===== config.mk =====
export PLATFORM = sky130hd
export DESIGN_NAME = alu_share_arbiter_flat
export DESIGN_NICKNAME = d
export VERILOG_FILES = /design/src/rtl/alu_pkg.sv /design/src/rtl/alu_share_arbiter_if.sv /design/src/rtl/alu_64_bit.sv /design/src/rtl/alu_share_arbiter.sv /design/src/flat_wrapper.sv
export SDC_FILE = /design/constraint.sdc
export NUM_CORES = 1
export LEC_CHECK = 0
export BUFFER_PORTS_ARGS = -buffer_cell sky130_fd_sc_hd__buf_2
export CORE_ASPECT_RATIO = 1.75
export CORE_MARGIN = 2
export CORE_UTILIZATION = 50
export CTS_CLUSTER_DIAMETER = 100
export DETAILED_ROUTE_END_ITERATION = 12
export HOLD_SLACK_MARGIN = 0.03
export PLACE_DENSITY_LB_ADDON = 0.08
export SYNTH_ARGS = -nofsm -noshare
export SYNTH_HDL_FRONTEND = slang
export SYNTH_HIERARCHICAL = 1
export SYNTH_SLANG_ARGS = --single-unit

===== constraint.sdc =====
create_clock -name clk -period 7.78 [get_ports clk]
set_clock_uncertainty 0.05 [all_clocks]
set_input_delay 0.778 -clock clk [delete_from_list [all_inputs] [get_ports clk]]
set_output_delay 0.778 -clock clk [all_outputs]
set_load 0.02 [all_outputs]

===== src/rtl/alu_pkg.sv =====
// Shared ALU definitions: data width, opcodes, request payload and opcode helpers.
package alu_pkg;

  localparam int unsigned DATA_W = 64;
  localparam int unsigned OP_W   = 4;
  localparam int unsigned SHAMT_W = 6;

  localparam logic [OP_W-1:0] OP_ADD  = 4'b0000;
  localparam logic [OP_W-1:0] OP_SLL  = 4'b0001;
  localparam logic [OP_W-1:0] OP_SLT  = 4'b0010;
  localparam logic [OP_W-1:0] OP_SLTU = 4'b0011;
  localparam logic [OP_W-1:0] OP_XOR  = 4'b0100;
  localparam logic [OP_W-1:0] OP_SRL  = 4'b0101;
  localparam logic [OP_W-1:0] OP_OR   = 4'b0110;
  localparam logic [OP_W-1:0] OP_AND  = 4'b0111;
  localparam logic [OP_W-1:0] OP_SUB  = 4'b1000;
  localparam logic [OP_W-1:0] OP_SRA  = 4'b1101;

  typedef enum logic {
    ST_EMPTY = 1'b0,
    ST_FULL  = 1'b1
  } arb_state_t;

  typedef struct packed {
    logic [OP_W-1:0]   opcode;
    logic [DATA_W-1:0] b;
    logic [DATA_W-1:0] a;
  } alu_req_t;

  function automatic logic is_legal_op(input logic [OP_W-1:0] op);
    logic legal;
    legal = 1'b0;
    case (op)
      OP_ADD, OP_SLL, OP_SLT, OP_SLTU, OP_XOR,
      OP_SRL, OP_OR, OP_AND, OP_SUB, OP_SRA: legal = 1'b1;
      default: legal = 1'b0;
    endcase
    return legal;
  endfunction

  function automatic logic has_arith_flags(input logic [OP_W-1:0] op);
    return (op == OP_ADD) || (op == OP_SUB);
  endfunction

endpackage


===== src/rtl/alu_share_arbiter_if.sv =====
// Request/response bundle between the two requesters, the consumer and the ALU arbiter.
interface alu_share_arbiter_if;
  import alu_pkg::*;

  logic [1:0]        req_valid;
  logic [1:0]        req_ready;
  logic [DATA_W-1:0] req0_a;
  logic [DATA_W-1:0] req0_b;
  logic [OP_W-1:0]   req0_opcode;
  logic [DATA_W-1:0] req1_a;
  logic [DATA_W-1:0] req1_b;
  logic [OP_W-1:0]   req1_opcode;
  logic              rsp_valid;
  logic              rsp_ready;
  logic              rsp_id;
  logic [DATA_W-1:0] rsp_result;
  logic              rsp_carry;
  logic              rsp_overflow;
  logic              rsp_zero;
  logic              rsp_err;

  modport master (
    output req_valid, req0_a, req0_b, req0_opcode, req1_a, req1_b, req1_opcode, rsp_ready,
    input  req_ready, rsp_valid, rsp_id, rsp_result, rsp_carry, rsp_overflow, rsp_zero, rsp_err
  );

  modport slave (
    input  req_valid, req0_a, req0_b, req0_opcode, req1_a, req1_b, req1_opcode, rsp_ready,
    output req_ready, rsp_valid, rsp_id, rsp_result, rsp_carry, rsp_overflow, rsp_zero, rsp_err
  );
endinterface


===== src/rtl/alu_64_bit.sv =====
// Combinational 64-bit ALU; carry/overflow only meaningful for ADD/SUB (SUB carry = borrow).
module alu_64_bit
  import alu_pkg::*;
(
  input  logic [DATA_W-1:0] i_a,
  input  logic [DATA_W-1:0] i_b,
  input  logic [OP_W-1:0]   i_opcode,
  output logic [DATA_W-1:0] o_result,
  output logic              o_carry,
  output logic              o_overflow,
  output logic              o_zero
);

  logic [DATA_W:0]     w_sum;
  logic [DATA_W:0]     w_diff;
  logic [SHAMT_W-1:0]  w_shamt;

  assign w_sum   = {1'b0, i_a} + {1'b0, i_b};
  assign w_diff  = {1'b0, i_a} - {1'b0, i_b};
  assign w_shamt = i_b[SHAMT_W-1:0];

  always_comb begin
    o_result   = '0;
    o_carry    = 1'b0;
    o_overflow = 1'b0;
    case (i_opcode)
      OP_ADD: begin
        o_result   = w_sum[DATA_W-1:0];
        o_carry    = w_sum[DATA_W];
        o_overflow = (i_a[DATA_W-1] == i_b[DATA_W-1]) && (w_sum[DATA_W-1] != i_a[DATA_W-1]);
      end
      OP_SUB: begin
        o_result   = w_diff[DATA_W-1:0];
        o_carry    = w_diff[DATA_W];
        o_overflow = (i_a[DATA_W-1] != i_b[DATA_W-1]) && (w_diff[DATA_W-1] != i_a[DATA_W-1]);
      end
      OP_SLL:  o_result = i_a << w_shamt;
      OP_SRL:  o_result = i_a >> w_shamt;
      OP_SRA:  o_result = $signed(i_a) >>> w_shamt;
      OP_SLT:  o_result = DATA_W'($signed(i_a) < $signed(i_b));
      OP_SLTU: o_result = DATA_W'(i_a < i_b);
      OP_XOR:  o_result = i_a ^ i_b;
      OP_OR:   o_result = i_a | i_b;
      OP_AND:  o_result = i_a & i_b;
      default: o_result = '0;
    endcase
  end

  assign o_zero = (o_result == '0);

endmodule


===== src/rtl/alu_share_arbiter.sv =====
// Round-robin share of one alu_64_bit between two requesters with a one-entry response register.
// Optional illegal-opcode flagging is enabled by defining ALU_ARB_OPCHECK_EN.
module alu_share_arbiter
  import alu_pkg::*;
(
  input  logic                clk,
  input  logic                rst_n,
  alu_share_arbiter_if.slave  bus
);

  arb_state_t        r_state, w_state_nxt;
  logic              r_prio, w_prio_nxt;
  logic              r_rsp_id;
  logic [DATA_W-1:0] r_rsp_result;
  logic              r_rsp_carry, r_rsp_overflow, r_rsp_zero, r_rsp_err;

  logic              w_slot_free, w_both, w_gnt_idx, w_accept, w_illegal;
  alu_req_t          w_req;
  logic [DATA_W-1:0] w_alu_result;
  logic              w_alu_carry, w_alu_overflow, w_alu_zero;

  // Grant: contention resolved by prio, a lone requester always wins
  assign w_slot_free = (r_state == ST_EMPTY) | bus.rsp_ready;
  assign w_both      = &bus.req_valid;
  assign w_gnt_idx   = w_both ? r_prio : bus.req_valid[1];
  assign w_accept    = rst_n & w_slot_free & (|bus.req_valid);
  assign bus.req_ready = w_accept ? (w_gnt_idx ? 2'b10 : 2'b01) : 2'b00;

  assign w_req = w_gnt_idx ? '{opcode: bus.req1_opcode, b: bus.req1_b, a: bus.req1_a}
                           : '{opcode: bus.req0_opcode, b: bus.req0_b, a: bus.req0_a};

  alu_64_bit u_alu (
    .i_a        (w_req.a),
    .i_b        (w_req.b),
    .i_opcode   (w_req.opcode),
    .o_result   (w_alu_result),
    .o_carry    (w_alu_carry),
    .o_overflow (w_alu_overflow),
    .o_zero     (w_alu_zero)
  );

`ifdef ALU_ARB_OPCHECK_EN
  assign w_illegal = !is_legal_op(w_req.opcode);
`else
  assign w_illegal = 1'b0;
`endif

  // Next state / priority
  always_comb begin
    w_state_nxt = r_state;
    w_prio_nxt  = r_prio;
    case (r_state)
      ST_EMPTY: if (w_accept) w_state_nxt = ST_FULL;
      ST_FULL:  if (bus.rsp_ready && !w_accept) w_state_nxt = ST_EMPTY;
      default:  w_state_nxt = ST_EMPTY;
    endcase
    if (w_accept && w_both) w_prio_nxt = ~w_gnt_idx;
  end

  always_ff @(posedge clk) begin
    if (!rst_n) begin
      r_state        <= ST_EMPTY;
      r_prio         <= 1'b0;
      r_rsp_id       <= 1'b0;
      r_rsp_result   <= '0;
      r_rsp_carry    <= 1'b0;
      r_rsp_overflow <= 1'b0;
      r_rsp_zero     <= 1'b0;
      r_rsp_err      <= 1'b0;
    end else begin
      r_state <= w_state_nxt;
      r_prio  <= w_prio_nxt;
      if (w_accept) begin
        r_rsp_id       <= w_gnt_idx;
        r_rsp_result   <= w_illegal ? '0 : w_alu_result;
        r_rsp_carry    <= !w_illegal && has_arith_flags(w_req.opcode) && w_alu_carry;
        r_rsp_overflow <= !w_illegal && has_arith_flags(w_req.opcode) && w_alu_overflow;
        r_rsp_zero     <= w_illegal | w_alu_zero;
        r_rsp_err      <= w_illegal;
      end
    end
  end

  assign bus.rsp_valid    = (r_state == ST_FULL);
  assign bus.rsp_id       = r_rsp_id;
  assign bus.rsp_result   = r_rsp_result;
  assign bus.rsp_carry    = r_rsp_carry;
  assign bus.rsp_overflow = r_rsp_overflow;
  assign bus.rsp_zero     = r_rsp_zero;
  assign bus.rsp_err      = r_rsp_err;

endmodule


===== src/flat_wrapper.sv =====
// flat-port wrapper written by rule: the top's interface ports become plain ports
module alu_share_arbiter_flat import alu_pkg::*;
  (clk, rst_n, bus_req_valid, bus_req0_a, bus_req0_b, bus_req0_opcode, bus_req1_a, bus_req1_b, bus_req1_opcode, bus_rsp_ready, bus_req_ready, bus_rsp_valid, bus_rsp_id, bus_rsp_result, bus_rsp_carry, bus_rsp_overflow, bus_rsp_zero, bus_rsp_err);
  alu_share_arbiter_if bus_i ();
  input  logic clk;
  input  logic rst_n;
  input wire logic [$bits(bus_i.req_valid)-1:0] bus_req_valid;
  input wire logic [$bits(bus_i.req0_a)-1:0] bus_req0_a;
  input wire logic [$bits(bus_i.req0_b)-1:0] bus_req0_b;
  input wire logic [$bits(bus_i.req0_opcode)-1:0] bus_req0_opcode;
  input wire logic [$bits(bus_i.req1_a)-1:0] bus_req1_a;
  input wire logic [$bits(bus_i.req1_b)-1:0] bus_req1_b;
  input wire logic [$bits(bus_i.req1_opcode)-1:0] bus_req1_opcode;
  input wire logic [$bits(bus_i.rsp_ready)-1:0] bus_rsp_ready;
  output wire logic [$bits(bus_i.req_ready)-1:0] bus_req_ready;
  output wire logic [$bits(bus_i.rsp_valid)-1:0] bus_rsp_valid;
  output wire logic [$bits(bus_i.rsp_id)-1:0] bus_rsp_id;
  output wire logic [$bits(bus_i.rsp_result)-1:0] bus_rsp_result;
  output wire logic [$bits(bus_i.rsp_carry)-1:0] bus_rsp_carry;
  output wire logic [$bits(bus_i.rsp_overflow)-1:0] bus_rsp_overflow;
  output wire logic [$bits(bus_i.rsp_zero)-1:0] bus_rsp_zero;
  output wire logic [$bits(bus_i.rsp_err)-1:0] bus_rsp_err;
  assign bus_i.req_valid = bus_req_valid;
  assign bus_i.req0_a = bus_req0_a;
  assign bus_i.req0_b = bus_req0_b;
  assign bus_i.req0_opcode = bus_req0_opcode;
  assign bus_i.req1_a = bus_req1_a;
  assign bus_i.req1_b = bus_req1_b;
  assign bus_i.req1_opcode = bus_req1_opcode;
  assign bus_i.rsp_ready = bus_rsp_ready;
  assign bus_req_ready = bus_i.req_ready;
  assign bus_rsp_valid = bus_i.rsp_valid;
  assign bus_rsp_id = bus_i.rsp_id;
  assign bus_rsp_result = bus_i.rsp_result;
  assign bus_rsp_carry = bus_i.rsp_carry;
  assign bus_rsp_overflow = bus_i.rsp_overflow;
  assign bus_rsp_zero = bus_i.rsp_zero;
  assign bus_rsp_err = bus_i.rsp_err;
  alu_share_arbiter u_core (.clk(clk), .rst_n(rst_n), .bus(bus_i));
endmodule

==> results of run 1 <==
-- kinds of logic after synthesis --
group | count (synthesis)
DFF | 70
and+or+nand+nor | 1769
muxes | 344
other | 1
AOI/OAI and AO/OA | 1320
buffers and inverters | 579
adders and majority gates | 198
xor gates and xnor gates | 27
-- synthesized netlist by cell type (25+ instances only) --
library cell,instances,area [sq um]
o22ai_1,70,437.9
nand2_1,860,3228
ha_1,196,2452
nor2_1,350,1314
mux2_2,82,923.4
buf_2,86,430.4
a211oi_1,75,563.0
a221oi_1,32,280.3
o211ai_1,71,533.0
nor3_1,74,370.4
a31oi_1,37,231.5
o21a_1,25,187.7
nand3_1,144,720.7
clkbuf_1,211,792.0
nor4_1,57,356.6
buf_1,45,168.9
inv_1,200,750.7
xnor2_1,25,219.0
mux4_2,100,2252
mux2i_1,156,1562
a21oi_1,311,1556
o221ai_1,30,262.8
o31ai_1,57,427.9
nor2b_1,37,231.5
or3_1,27,168.9
dfxtp_1,70,1401
a22oi_1,39,292.8
o21ai_0,243,1216
nand2b_1,35,219.0
a21o_1,37,277.8
o21bai_1,33,247.7
and2_1,30,187.7
nand4_1,55,344.1
-- routing by layer --
metal  track usage  overflow
met2        0.8861        16
met5       0.08936         0
met3        0.4292         0
met4        0.7020         8
met1        0.7189         0
-- per-stage QoR --
| step | setup WS [ns] | cell area (sq um) |
|---|---|---|
| 2_1_floorplan | 1.010 | 28170 |
| 3_3_place_gp | 0.2861 | 31440 |
| 3_5_place_dp | 0.2414 | 31440 |
| 4_1_cts | 0.5318 | 31770 |
==> results.py, run 1 <==
metrics = {
    "run_status": {
        "status": "aborted with a tool error",
        "haltStage": "global routing",
        "first-error": "[ERROR GRT-0116] Global routing finished with congestion. Check the congestion regions in the DRC Viewer.",
    },
    "die": {
        "start_util": 0.5033,
        "die_h_um": 318.0,
        "die_w_um": 183.4,
        "rows": 115,
        "io_pins": 341,
    },
    "logic_synthesis": {
        "ys_types": 100,
        "synthXorXnorAreaFrac": 0.008395,
        "syn_area_sq_um": 28170,
        "ys_ff_latch": 70,
        "syn_inst": 4308,
        "yosys.area_share.simple": 0.2810,
        "synth_edf_count": 0,
        "synth_top_flop_cell": "dfxtp_1",
        "async_flop_share": 0,
        "synth-adder-area-share": 0.08848,
        "synth_nets": 4775,
        "synth_top_family_by_area": "compound AO/OA/AOI/OAI gates",
        "ys_seq_area_frac": 0.04975,
        "synth_mux_area_frac": 0.1707,
        "ys_warn_count": 6,
        "synth_compound_area_frac": 0.3148,
        "avgSynthCellArea_sq_um": 6.539,
    },
    "global_routing": {
        "grt_pass1_vias": 40870,
        "overflow": 24,
        "grt_max_degree": 80,
        "grt_pass1_wl_um": 296100,
        "track_usage": 0.6860,
    },
    "clock_tree": {
        "clock-sinks": 70,
        "numCtsBuffers": 9,
        "post_cts_buffers": 0,
        "ctsResizeCount": 0,
        "htree_levels": 3,
        "ctsRootBufferMaster": "clkbuf_16",
        "cts_buffer_depth": 2,
        "hold_buffers": 0,
    },
    "placed_design": {
        "placed_cells": 5255,
        "place_hpwl_um": 148400,
        "numPortBuffers": 339,
        "routabilityCongestion": 1.251,
    },
}
==> run 2, diff against run 1 <==
CORE_ASPECT_RATIO = default   (was 1.75)
CORE_UTILIZATION = 35   (was 50)
CTS_CLUSTER_DIAMETER = default   (was 100)
HOLD_SLACK_MARGIN = default   (was 0.03)
PLACE_DENSITY_LB_ADDON = 0.15   (was 0.08)
==> results.py, run 2 <==
metrics = {
    "run_status": {
        "status": "complete, no violations",
    },
    "die": {
        "die_h_um": 287.7,
        "io_pins": 341,
        "rows": 104,
        "core_area_sq_um": 80160,
        "die_area_sq_um": 82770,
        "die_w_um": 287.7,
        "start_util": 0.3514,
    },
    "clock_tree": {
        "post_cts_buffers": 0,
        "clock_latency_ns": 0.35,
        "ctsRootBufferMaster": "clkbuf_16",
        "hold_buffers": 0,
        "clk_pin_slew_ns": 0.06,
        "numCtsBuffers": 9,
        "cts_buffer_depth": 2,
        "ctsResizeCount": 0,
        "cts_tree": "yes",
        "clock-sinks": 70,
        "htree_levels": 3,
    },
    "pwr": {
        "powerDensity_nw_per_um2": 163.0,
        "peakVddDrop_mv": 0.1368,
        "power_leakage_nw": 14.64,
    },
    "final_layout": {
        "mostFrequentLayoutCell": "nand2_1",
        "area_growth_syn_to_layout_pct": 16.39,
        "fin_nets": 5104,
        "final_cell_mix": "nand2_1, nor2_1, buf_2",
        "largest_reg_flops": 64,
        "drive_above_1_share": 0.2087,
    },
    "global_routing": {
        "grt_max_degree": 91,
        "overflow": 0,
        "grt_pass1_wl_um": 280000,
        "grt_pass1_vias": 35570,
        "track_usage": 0.4722,
        "antenna_found_initial": 18,
    },
    "logic_synthesis": {
        "avgSynthCellArea_sq_um": 6.539,
        "synth_top_area_frac": 0.1146,
        "synth.area.top_cells": "nand2_1, ha_1, mux4_2",
        "async_flop_share": 0,
        "ys_top_cells_by_count": "nand2_1, nor2_1, a21oi_1, o21ai_0, clkbuf_1",
        "synth_nets": 4775,
        "ys_seq_area_frac": 0.04975,
        "ys_warn_count": 6,
        "syn_inst": 4308,
        "synth_top_flop_cell": "dfxtp_1",
        "ys_ff_latch": 70,
        "yosysMostFrequentCell": "nand2_1",
        "synth_top_area_cell": "nand2_1",
        "syn_area_sq_um": 28170,
        "ys_types": 100,
        "synth_edf_count": 0,
    },
    "sta": {
        "rsz0062_at_grt": "no",
        "timing.slew.headroom": 0.007489,
        "finalSetupViolCount": 0,
        "worst_pin_slew_ns": 1.489,
        "drv_slew": 0,
        "tns_ns": 0,
        "fmax_mhz": 135.4,
        "whs_ns": 0.3998,
        "period_share": 0.9495,
        "period_minus_slack_ns": 7.387,
        "finalHoldViolCount": 0,
    },
    "routing": {
        "dr.pass1.iters": 9,
        "vias": 38990,
        "vias_per_cell": 6.831,
        "routed_wl_um": 204200,
        "drt_iter0_drc": 5614,
        "ant_nets": 0,
        "drc": 0,
        "wl_per_cell_um": 35.78,
    },
    "setup_path": {
        "worstPathMaxFanout": 54,
        "critPathKind": "input pin to flop",
        "required_ns": 8.02,
        "end_kind": "flop",
        "start_kind": "input pin",
        "cp_data_arrival_time_ns": 7.63,
    },
    "placed_design": {
        "numPortBuffers": 339,
        "routabilityCongestion": 1.101,
        "place_hpwl_um": 165500,
    },
    "run": {
        "cap_violations": 0,
    },
    "hold_path": {
        "hp-class": "flop to flop",
    },
}
==> run 2: cell type report <==
class,instances,area (sq um)
Antenna cell,5,12.51
Clock buffer,11,252.7
Clock inverter,5,56.30
Fill cell,8902,47370
Inverter,207,777.0
Multi-Input combinational cell,3659,24430
Sequential cell,70,1401
Tap cell,1060,1326
Timing Repair Buffer,690,4532
==> run 2: cell families (layout without fill, tap and decap cells) <==
group,Yosys count,count (layout),share of synthesized area
AND/OR/NAND/NOR,1769,1769,0.2810
adder cells (fa/ha/maj),198,198,0.08848
buffers and inverters,579,913,0.08671
AO/OA/AOI/OAI,1320,1320,0.3148
flip-flops,70,70,0.04975
other,1,6,0.0001331
XOR/XNOR,27,27,0.008395
multiplexers,344,344,0.1707
==> run 2: critical path, cell delays in order <==
cell and delay [ns]:
buf_2 0.16, inv_2 0.08, o21ai_4 0.61, nand2_1 0.20, nand2_4 0.19, buf_12 0.31
buf_4 0.33, nand2b_1 0.45, o22ai_1 0.35, a221oi_1 0.24, o221a_2 0.43, o22ai_1 0.38
o2111ai_1 0.30, or4b_1 0.62, or3_1 0.39, nor4_1 0.56, buf_4 0.20, and4b_1 0.28
and4bb_1 0.22, nand4b_1 0.12, nor4_2 0.14, nand2_1 0.07, nand2_1 0.08
==> run 2: per-layer routing <==
metal,vias up,GRT usage,part of all wire
met4,22,0.2842,0.076
met3,644,0.1247,0.11
met2,3024,0.6931,0.41
met5,-,0,0.00084
met1,18760,0.6157,0.40
li1,16540,-,-
==> run 2: worst paths after layout <==
| path | start | endpoint | slack (ns) | cells after the start |
|---|---|---|---|---|
| setup / recovery | bus_req_valid[0] | u_core/bus.rsp_zero$_SDFFE_PN0P_ | 0.39 | 23 |
| hold / removal | u_core/bus.rsp_result[5]$_SDFFE_PN0P_ | u_core/bus.rsp_result[5]$_SDFFE_PN0P_ | 0.40 | 2 |
| setup reg to reg | u_core/r_prio$_SDFFE_PN0P_ | u_core/bus.rsp_zero$_SDFFE_PN0P_ | 0.63 | 22 |
| hold reg to reg | u_core/bus.rsp_result[5]$_SDFFE_PN0P_ | u_core/bus.rsp_result[5]$_SDFFE_PN0P_ | 0.40 | 2 |
==> run 2: metrics by stage <==
| stage | power [W] | utilization | setup slack (ns) | cell area [sq um] | cells |
|---|---|---|---|---|---|
| floorplan | 0.002856 | - | 1.010 | 28170 | 4308 |
| global placement | 0.004706 | 0.4050 | 0.2953 | 32460 | 5686 |
| detailed placement | 0.004672 | 0.4050 | 0.2935 | 32460 | 5686 |
| CTS | 0.005119 | 0.4088 | 0.6302 | 32770 | 5702 |
| global route | 0.005481 | 0.4088 | 0.1329 | 32770 | 5702 |
| finish | 0.005343 | 0.4090 | 0.3931 | 32780 | 5707 |
==> run 2: power breakdown <==
part	internal (W)	leakage, nW	switching (W)
Clock	0.000265	0.152	0.000161
Sequential	0.000411	0.575	0.0000262
Combinational	0.00141	13.9	0.00307
Total	0.00209	14.6	0.00325
No activity file was read; power rests on OpenSTA's default activity.
